[src/rtl/i2s_tdm_clock_gen_pkg.sv]
`default_nettype none
// ============================================================================
//  Module      : i2s_pkg
//  Description : Shared types, constants and helpers for the I2S/TDM
//                serial-clock master.
//  Revision    : 1.0 - initial release
// ============================================================================
package i2s_pkg;

    // Frame formats selectable through FRAME_MODE.
    typedef enum logic [1:0] {
        FM_I2S = 2'd0,
        FM_LJ  = 2'd1,
        FM_TDM = 2'd2
    } frame_mode_e;

    // Generator control states.
    typedef enum logic [1:0] {
        ST_IDLE  = 2'd0,
        ST_RUN   = 2'd1,
        ST_DRAIN = 2'd2
    } clk_state_e;

    // Rounded NCO increment: f_mclk * 2^phase_w / f_sys.
    function automatic longint unsigned calc_phase_inc(
        input longint unsigned f_sys,
        input longint unsigned f_mclk,
        input int unsigned     phase_w
    );
        longint unsigned num;
        num = (f_mclk << phase_w) + (f_sys >> 1);
        return num / f_sys;
    endfunction

    // 720p defaults: 74.25 MHz system clock, 12.288 MHz MCLK (256 x 48 kHz).
    localparam int unsigned     c_PHASE_W_DEFAULT = 32;
    localparam longint unsigned c_F_SYS_720P      = 64'd74_250_000;
    localparam longint unsigned c_F_MCLK_48K      = 64'd12_288_000;
    localparam longint unsigned c_PHASE_INC_720P  =
        calc_phase_inc(c_F_SYS_720P, c_F_MCLK_48K, c_PHASE_W_DEFAULT);

endpackage
`default_nettype wire

[src/rtl/i2s_tdm_clock_gen_nco_clock.sv]
`default_nettype none
// ============================================================================
//  Module      : nco_clock
//  Description : Fractional phase accumulator producing a registered MCLK
//                and a one-cycle strobe coinciding with its rising edge.
//  Revision    : 1.0 - initial release
// ============================================================================
module nco_clock #(
    parameter int PHASE_W = 32
) (
    input  logic               sys_clk,
    input  logic               sys_rst,
    input  logic               i_start,
    input  logic               i_load,
    input  logic               i_run,
    input  logic [PHASE_W-1:0] i_inc,
    output logic               o_mclk,
    output logic               o_mclk_rise
);
    import i2s_pkg::*;

    // Half of full scale: the largest step that still yields a square MCLK.
    localparam logic [PHASE_W-1:0] c_INC_MAX = {1'b1, {(PHASE_W-1){1'b0}}};

    logic [PHASE_W-1:0] r_acc;
    logic [PHASE_W-1:0] r_inc;
    logic [PHASE_W-1:0] w_inc_sat;
    logic               r_mclk;
    logic               r_rise;

    assign w_inc_sat = (i_inc > c_INC_MAX) ? c_INC_MAX : i_inc;

    // Increment is captured only at start and at frame boundaries.
    always_ff @(posedge sys_clk or posedge sys_rst) begin
        if (sys_rst) begin
            r_inc <= '0;
        end else if (i_start || i_load) begin
            r_inc <= w_inc_sat;
        end
    end

    // Accumulate while running; the MSB, delayed one cycle, is MCLK.
    always_ff @(posedge sys_clk or posedge sys_rst) begin
        if (sys_rst) begin
            r_acc  <= '0;
            r_mclk <= 1'b0;
            r_rise <= 1'b0;
        end else if (i_start || !i_run) begin
            r_acc  <= '0;
            r_mclk <= 1'b0;
            r_rise <= 1'b0;
        end else begin
            r_acc  <= r_acc + r_inc;
            r_mclk <= r_acc[PHASE_W-1];
            r_rise <= r_acc[PHASE_W-1] & ~r_mclk;
        end
    end

    assign o_mclk      = r_mclk;
    assign o_mclk_rise = r_rise;

endmodule
`default_nettype wire

[src/rtl/i2s_tdm_clock_gen.sv]
`default_nettype none
// ============================================================================
//  Module      : i2s_tdm_clock_gen
//  Description : I2S / left-justified / TDM clock master. Derives MCLK, BCK
//                and LRCK from sys_clk via a fractional NCO and exports
//                sys_clk-domain strobes and slot/bit counters.
//  Revision    : 1.0 - initial release
// ============================================================================
module i2s_tdm_clock_gen #(
    parameter int PHASE_W      = 32,
    parameter int MCLK_PER_BCK = 4,
    parameter int SLOT_BITS    = 32,
    parameter int NUM_SLOTS    = 2,
    parameter int FRAME_MODE   = 0
) (
    input  logic                         sys_clk,
    input  logic                         sys_rst,
    input  logic                         enable,
    input  logic [PHASE_W-1:0]           phase_inc,
    output logic                         mclk_out,
    output logic                         bck_out,
    output logic                         lrck_out,
    output logic                         bck_rise,
    output logic                         bck_fall,
    output logic                         frame_start,
    output logic [$clog2(NUM_SLOTS)-1:0] slot_idx,
    output logic [$clog2(SLOT_BITS)-1:0] bit_idx,
    output logic                         running
);
    import i2s_pkg::*;

    localparam int c_HALF   = MCLK_PER_BCK / 2;
    localparam int c_DIV_W  = (c_HALF > 1) ? $clog2(c_HALF) : 1;
    localparam int c_BIT_W  = $clog2(SLOT_BITS);
    localparam int c_SLOT_W = $clog2(NUM_SLOTS);

    localparam logic [c_DIV_W-1:0]  c_DIV_MAX     = c_DIV_W'(c_HALF - 1);
    localparam logic [c_BIT_W-1:0]  c_BIT_MAX     = c_BIT_W'(SLOT_BITS - 1);
    localparam logic [c_SLOT_W-1:0] c_SLOT_MAX    = c_SLOT_W'(NUM_SLOTS - 1);
    localparam logic [c_SLOT_W-1:0] c_SLOT_HALF   = c_SLOT_W'(NUM_SLOTS / 2);
    localparam logic [c_SLOT_W-1:0] c_SLOT_HALF_M = c_SLOT_W'(NUM_SLOTS / 2 - 1);
    localparam frame_mode_e         c_MODE        = frame_mode_e'(2'(FRAME_MODE));

    clk_state_e          r_state;
    clk_state_e          w_state_nxt;
    logic [c_DIV_W-1:0]  r_div;
    logic                r_bck;
    logic                r_bck_rise;
    logic                r_bck_fall;
    logic                r_fs;
    logic                r_lrck;
    logic                r_first;
    logic [c_SLOT_W-1:0] r_slot;
    logic [c_BIT_W-1:0]  r_bit;

    logic                w_mclk;
    logic                w_mclk_rise;
    logic                w_bck_tick;
    logic                w_rise_evt;
    logic                w_fall_evt;
    logic                w_wrap;
    logic                w_frame_evt;
    logic                w_start;
    logic                w_active_nxt;
    logic [c_SLOT_W-1:0] w_slot_nxt;
    logic [c_BIT_W-1:0]  w_bit_nxt;
    logic                w_last_bit_nxt;
    logic                w_lrck_nxt;

    // First fall after start keeps slot 0 / bit 0 and opens the first frame.
    assign w_bck_tick   = w_mclk_rise && (r_div == c_DIV_MAX);
    assign w_rise_evt   = w_bck_tick && !r_bck;
    assign w_fall_evt   = w_bck_tick && r_bck;
    assign w_wrap       = r_first || ((r_bit == c_BIT_MAX) && (r_slot == c_SLOT_MAX));
    assign w_frame_evt  = w_fall_evt && w_wrap;
    assign w_start      = (r_state == ST_IDLE) && enable;
    assign w_active_nxt = (w_state_nxt != ST_IDLE);

    nco_clock #(
        .PHASE_W     (PHASE_W)
    ) u_nco (
        .sys_clk     (sys_clk),
        .sys_rst     (sys_rst),
        .i_start     (w_start),
        .i_load      (w_frame_evt),
        .i_run       (w_active_nxt),
        .i_inc       (phase_inc),
        .o_mclk      (w_mclk),
        .o_mclk_rise (w_mclk_rise)
    );

    // Position that becomes current on the next bck_fall.
    always_comb begin
        w_slot_nxt = r_slot;
        w_bit_nxt  = r_bit;
        if (w_wrap) begin
            w_slot_nxt = '0;
            w_bit_nxt  = '0;
        end else if (r_bit == c_BIT_MAX) begin
            w_bit_nxt  = '0;
            w_slot_nxt = r_slot + 1'b1;
        end else begin
            w_bit_nxt  = r_bit + 1'b1;
        end
    end

    // LRCK level for the upcoming position, per frame format.
    always_comb begin
        w_last_bit_nxt = (w_bit_nxt == c_BIT_MAX);
        w_lrck_nxt     = 1'b0;
        if (c_MODE == FM_I2S) begin
            if (w_slot_nxt >= c_SLOT_HALF) begin
                w_lrck_nxt = !((w_slot_nxt == c_SLOT_MAX) && w_last_bit_nxt);
            end else begin
                w_lrck_nxt = (w_slot_nxt == c_SLOT_HALF_M) && w_last_bit_nxt;
            end
        end else if (c_MODE == FM_LJ) begin
            w_lrck_nxt = (w_slot_nxt < c_SLOT_HALF);
        end else begin
            w_lrck_nxt = (w_slot_nxt == c_SLOT_MAX) && w_last_bit_nxt;
        end
    end

    // Control state register.
    always_ff @(posedge sys_clk or posedge sys_rst) begin
        if (sys_rst) begin
            r_state <= ST_IDLE;
        end else begin
            r_state <= w_state_nxt;
        end
    end

    // Next state: drain finishes at the fall that would open a new frame.
    always_comb begin
        w_state_nxt = r_state;
        case (r_state)
            ST_IDLE:  if (enable) w_state_nxt = ST_RUN;
            ST_RUN:   if (!enable) w_state_nxt = ST_DRAIN;
            ST_DRAIN: begin
                if (enable) begin
                    w_state_nxt = ST_RUN;
                end else if (w_frame_evt) begin
                    w_state_nxt = ST_IDLE;
                end
            end
            default:  w_state_nxt = ST_IDLE;
        endcase
    end

    // BCK divider, strobes, slot/bit counters and LRCK.
    always_ff @(posedge sys_clk or posedge sys_rst) begin
        if (sys_rst) begin
            r_div      <= '0;
            r_bck      <= 1'b0;
            r_bck_rise <= 1'b0;
            r_bck_fall <= 1'b0;
            r_fs       <= 1'b0;
            r_lrck     <= 1'b0;
            r_first    <= 1'b1;
            r_slot     <= '0;
            r_bit      <= '0;
        end else if (w_start || !w_active_nxt) begin
            r_div      <= '0;
            r_bck      <= 1'b0;
            r_bck_rise <= 1'b0;
            r_bck_fall <= 1'b0;
            r_fs       <= 1'b0;
            r_lrck     <= 1'b0;
            r_first    <= 1'b1;
            r_slot     <= '0;
            r_bit      <= '0;
        end else begin
            r_bck_rise <= w_rise_evt;
            r_bck_fall <= w_fall_evt;
            r_fs       <= w_frame_evt;
            if (w_mclk_rise) begin
                r_div <= (r_div == c_DIV_MAX) ? '0 : r_div + 1'b1;
            end
            if (w_bck_tick) begin
                r_bck <= ~r_bck;
            end
            if (w_fall_evt) begin
                r_slot  <= w_slot_nxt;
                r_bit   <= w_bit_nxt;
                r_lrck  <= w_lrck_nxt;
                r_first <= 1'b0;
            end
        end
    end

    assign mclk_out    = w_mclk;
    assign bck_out     = r_bck;
    assign lrck_out    = r_lrck;
    assign bck_rise    = r_bck_rise;
    assign bck_fall    = r_bck_fall;
    assign frame_start = r_fs;
    assign slot_idx    = r_slot;
    assign bit_idx     = r_bit;
    assign running     = (r_state != ST_IDLE);

endmodule
`default_nettype wire
[config.mk]
export PLATFORM = sky130hd
export DESIGN_NAME = i2s_tdm_clock_gen
export DESIGN_NICKNAME = d
export VERILOG_FILES = /design/src/rtl/i2s_tdm_clock_gen_pkg.sv /design/src/rtl/i2s_tdm_clock_gen_nco_clock.sv /design/src/rtl/i2s_tdm_clock_gen.sv
export SDC_FILE = /design/constraint.sdc
export NUM_CORES = 1
export LEC_CHECK = 0
export ABC_CLOCK_PERIOD_IN_PS = 3690
export CORE_ASPECT_RATIO = 1.1
export CORE_MARGIN = 4
export CORE_UTILIZATION = 24
export DETAILED_ROUTE_END_ITERATION = 10
export PLACE_DENSITY = 0.36
export SLEW_MARGIN = 0
export SYNTH_ARGS = -nofsm -noshare
export SYNTH_HDL_FRONTEND = slang
export SYNTH_HIERARCHICAL = 1
export SYNTH_SLANG_ARGS = --single-unit
[constraint.sdc]
create_clock -name sys_clk -period 3.69 [get_ports sys_clk]
set_input_delay 0.738 -clock sys_clk [delete_from_list [all_inputs] [get_ports sys_clk]]
set_output_delay 0.738 -clock sys_clk [all_outputs]
set_load 0.02 [all_outputs]
# == After elaboration in Yosys (flattened, before gate mapping) ==
# Cells that the tools add are included.
# W data, S select, Z words.
# op_classes
add_sub_neg,4
multipliers,0
n_div,0
order_cmp,2
eq_ne,4
shifts,0
mux,30
n_bitwise,4
reduce_logical,20
# op_table
cell,n
$mux W32,2
$add A32 B32 Y32,1
$gt A32 B32 Y1 const B,1
$mux W5,4
$mux W1,19
$eq A5 B5 Y1 const B,2
$reduce_bool A2 Y1,5
$logic_and A1 B1 Y1,8
$mux W2,4
$pmux W2 S3,1
$add A5 B1 Y5 const B,1
$logic_not A1 Y1,3
$logic_or A1 B1 Y1,3
$not A1 Y1,3
$add A1 B1 Y1 const B,2
$eq A2 B1 Y1 const B,1
$eq A2 B2 Y1 const B,1
$logic_not A2 Y1,1
$and A1 B1 Y1,1
$ge A1 B1 Y1 const B,1
# word_totals
regBits,81
latchBits,0
ram_bits,0
rom_bits,0
input_bits,35
word_cells,78
mem_count,0

# == Depth between registers and ports, before layout ==
# logic_depth
word_depth,11
depth_mapped,13
mapped_depth_nobuf,12

# == Hierarchy ==
# The synthesis kept the hierarchy.
# modules_own_cells
mod,n_inst,cells_each,area_each_um2,seq_area_each_um2
nco_clock,1,445,4249.1,1651.6
i2s_tdm_clock_gen,1,89,788.3,376.6

# == Worst setup path after synthesis ==
# OpenSTA, ideal clock, no wires.
# synth_timing
path_kind,reg-to-reg
from,"reg r_bit[0], in the netlist bit_idx[0]"
to,reg u_nco.r_acc[25]
setup_time_ps,70
t_arrival_ps,2787
required_time_ps,3620
setup_slack_ps,832
stages_incl_launch_ff,13
n_path_buf,1
period_less_slack_ps,2858
cell_sequence,dfrtp_1 -> ha_1 -> and3_1 -> ha_1 -> ha_1 -> o21ai_1 -> a21oi_1 -> o21ai_0 -> nor2b_1 -> clkbuf_1 -> nand3_1 -> a31oi_1 -> nand3b_1
# synth_between
elab_chain_len,11
# synth_rtl
element,line,text
"start, declared",i2s_tdm_clock_gen.sv:54,logic [c_BIT_W-1:0] r_bit;
"start signal, assigned",i2s_tdm_clock_gen.sv:184,r_bit <= w_bit_nxt;
$eq A5 B5 Y1,i2s_tdm_clock_gen.sv:74,assign w_wrap = r_first || ((r_bit == c_BIT_MAX) && (r_slot == c_SLOT_MAX));
$logic_and A1 B1 Y1,i2s_tdm_clock_gen.sv:74,
$logic_or A1 B1 Y1,i2s_tdm_clock_gen.sv:74,
$logic_and A1 B1 Y1,i2s_tdm_clock_gen.sv:75,assign w_frame_evt = w_fall_evt && w_wrap;
$mux W2,i2s_tdm_clock_gen.sv:142,end else if (w_frame_evt) begin
$mux W2,i2s_tdm_clock_gen.sv:140,if (enable) begin
$pmux W2 S3,i2s_tdm_clock_gen.sv:136,case (r_state)
$reduce_bool A2 Y1,i2s_tdm_clock_gen.sv:77,assign w_active_nxt = (w_state_nxt != ST_IDLE);
via w_active_nxt,i2s_tdm_clock_gen.sv:64,logic w_active_nxt;
$logic_not A1 Y1,i2s_tdm_clock_gen_nco_clock.sv:48,end else if (i_start || !i_run) begin
$logic_or A1 B1 Y1,i2s_tdm_clock_gen_nco_clock.sv:48,
$mux W32,i2s_tdm_clock_gen_nco_clock.sv:48,
"end signal, assigned",i2s_tdm_clock_gen_nco_clock.sv:53,r_acc <= r_acc + r_inc;
"end, declared",i2s_tdm_clock_gen_nco_clock.sv:25,logic [PHASE_W-1:0] r_acc;
# The timed path passes the listed nets, and every way through them passes these cells.
# A chain may end at the register's enable or synchronous reset.

# == Final worst setup path ==
# layout_timing
from,"reg r_bit[0], in the netlist bit_idx[0]"
to,reg u_nco.r_acc[29]
# Same word-level chain as after synthesis.

==> out/qor.yml <==
outcome:
  run_status: "finished, final reports clean"
global_routing:
  grt_overflow_total: 0
  busiest_layer: "met2"
  antenna_found_initial: 0
  grt_max_degree: 33
  grt_usage_pct: 13.2
  gr-usage-met1_pct: 17.5
  use_met2_pct: 21.2
  grt_pass1_wl_um: 24400
  first_global_vias: 4403
  gr-usage-met3_pct: 2.78
routing:
  drt_iter0_drc: 267
  drt-pass1-iter-count: 7
  drt-total-wl_um: 15000
  vias: 4290
  ant_nets: 0
  via_per_inst: 5.12
  drc: 0
  wire_per_inst_um: 17.9
layout:
  layout_common_cells: "dfrtp_1, clkdlybuf4s50_1, a21oi_1"
  drive_gt1_share_pct: 7.90
  final_util_pct: 29.8
  final_common_cell: "dfrtp_1"
  diodes: 0
  areaGrowthSynthToFinish_pct: 21.7
  nets: 647
  fillers: 2129
cts:
  clk_latency_ns: 0.35
  cts_sinks: 81
  cts_buffer_depth: 2
  cts_buffers: 9
  cts_setup_buffers: 0
  cts_resized: 0
  cts_tree: "yes"
  clkTransAtPathRegs_ns: 0.07
  htreeDepth: 3
  ctsHoldBuffers: 0
  root_buffer: "clkbuf_16"
timing:
  slew_headroom_pct: 30.8
  timing_hold_violations_final: 0
  final.min_clock_period_ns: 3.11
  fmax_mhz: 322
  setup_viol: 0
  maxSlewViolCount: 0
  worst_slew_pin_slew_ns: 1.03
  fin_skew_ns: 0.00992
  fin_tns_setup_ns: 0
  period_share_pct: 84.2
  rsz0062_at_grt: "no"
pwr:
  p_leak_nw: 2.67
  ir_drop_mv: 0.210
  power.density_nw_per_um2: 523
  power.total_w: 0.00321
floorplan:
  initial_core_util_pct: 24.5
  die_y_um: 160
  core_um2: 20600
  die_w_um: 146
  fp.dieArea_um2: 23400
  ioPinCount: 48
  fp-row-count: 55
setup_path:
  cp.required_ns: 3.97
  cpPeakStageDelay_ns: 0.46
  endpoint_kind: "register"
  cp-start-kind: "register"
  path_class: "reg -> reg"
  cp_common_cell: "ha_1"
  crit_arrival_ns: 3.38
  cpMaxStageDelayCell: "dfrtp_1"
  cp_cell_sequence: "ha_1, and3_1, ha_1, ha_1, o21ai_1, a21oi_1, o21ai_0, nor2b_1, buf_12, nand2_1, a311o_1, nand3_1"
  critPathMaxFanout: 14
synth:
  synth_edf_count: 0
  ys_seq_area_share_pct: 40.3
  synthCells: 534
  synthesis.nets: 604
  yosys_register_bits: 81
  avgSynthCellArea_um2: 9.43
  syn_area_um2: 5040
  async_reset_ff_share_pct: 100
  yosysUniqueCellTypes: 67
  synth_warnings: 6
  synth-main-ff-cell: "dfrtp_1"
place:
  port_buffers: 47
  post-dp-hpwl_um: 11400
  gp_congestion: 0.818
hold_path:
  hp-class: "reg -> reg"
run:
  maxCapViolations: 0
## cells by family (layout without fill, tap and decap cells)
kind of cell,count (synthesis),in the layout,synth area share [%]
simple gates,184,184,18.7
compound gates,178,178,25.8
flops,81,81,40.3
buf+inv,36,84,2.83
fa+ha+maj,35,35,8.84
xor+xnor,15,15,2.61
mux,5,5,1.02
## path summary, 6_finish.rpt
kind                         startpoint                end  slack [ns]  cells past startpoint
hold reg to reg            u_nco/o_mclk  u_nco/o_mclk_rise        0.42                      1
max in group asynchronous       sys_rst     u_nco/r_acc[9]        2.24                      3
setup / recovery             bit_idx[0]    u_nco/r_acc[29]        0.58                     12
setup reg to reg             bit_idx[0]    u_nco/r_acc[29]        0.58                     12
min in group asynchronous       sys_rst    u_nco/r_acc[25]        0.73                      2
hold / removal             u_nco/o_mclk  u_nco/o_mclk_rise        0.42                      1
## synth_stat cells, types with 3 or more instances
library cell	count	area [um2]
a211oi_1	7	52.6
nor2b_1	7	43.8
buf_2	5	25.0
a22o_1	33	289
and3_1	9	56.3
o31a_1	4	35.0
o31ai_1	4	30.0
xnor2_1	9	78.8
a21oi_1	44	220
nand4_1	13	81.3
nor2_1	44	165
clkbuf_1	17	63.8
nand3_1	21	105
ha_1	34	425
a211o_1	3	26.3
a31oi_1	5	31.3
o211ai_1	4	30.0
mux2i_1	4	40.0
a21o_1	12	90.1
nor4_1	7	43.8
nor3_1	21	105
xor2_1	6	52.6
nand2_1	36	135
dfrtp_1	80	2000
o21a_1	18	135
o21ai_0	19	95.1
and2_1	6	37.5
inv_1	11	41.3
nand2b_1	5	31.3
o21ai_1	3	15.0
## stage by stage
stage	cell area (um2)	hold slack (ns)	std cells	setup WS [ns]
after floorplan	5040	0.477	534	0.832
after global placement	5820	0.410	822	0.713
after detailed placement	5820	0.410	822	0.645
after CTS	6130	0.420	838	0.591
after global routing	6130	0.459	838	0.352
final	6130	0.418	838	0.583
## power breakdown
| group | internal (W) | switching (W) | total (W) | leakage, nW |
|---|---|---|---|---|
| Sequential | 0.00105 | 0.0000825 | 0.00113 | 1.07 |
| Combinational | 0.000458 | 0.000664 | 0.00112 | 1.45 |
| Clock | 0.000565 | 0.000389 | 0.000954 | 0.148 |
## routing by layer
| layer | wire length (um) | vias up |
|---|---|---|
| met5 | 0 | - |
| met4 | 361 | 0 |
| met3 | 468 | 20 |
| met2 | 7140 | 74 |
| met1 | 7060 | 2092 |
| li1 | - | 2104 |
## registers in the layout, summed over array words and instances (netlist names), 2 cells and up
name and cells:
u_nco/r_acc 32, u_nco/r_inc 32, bit_idx 5, r_state 2
## worst max-delay path, delay by kind of cell (launching register included)
family | cells | cell delay, ns
DFF | 1 | 0.46
AOI/OAI and AO/OA | 4 | 0.98
buffers and inverters | 1 | 0.19
adders and majority gates | 3 | 0.70
and+or+nand+nor | 4 | 0.72
## area by class of cell
class / count / area (um2) / share of cell area (%)
Multi-Input combinational cell: 417 / 2870 / 46.8
Sequential cell: 81 / 2030 / 33.1
Timing Repair Buffer: 56 / 551 / 8.98
Tap cell: 256 / 320 / 5.22
Clock buffer: 11 / 253 / 4.12
Clock inverter: 5 / 62.6 / 1.02
Inverter: 12 / 45.0 / 0.735
Power figures use the tool's default switching activity.
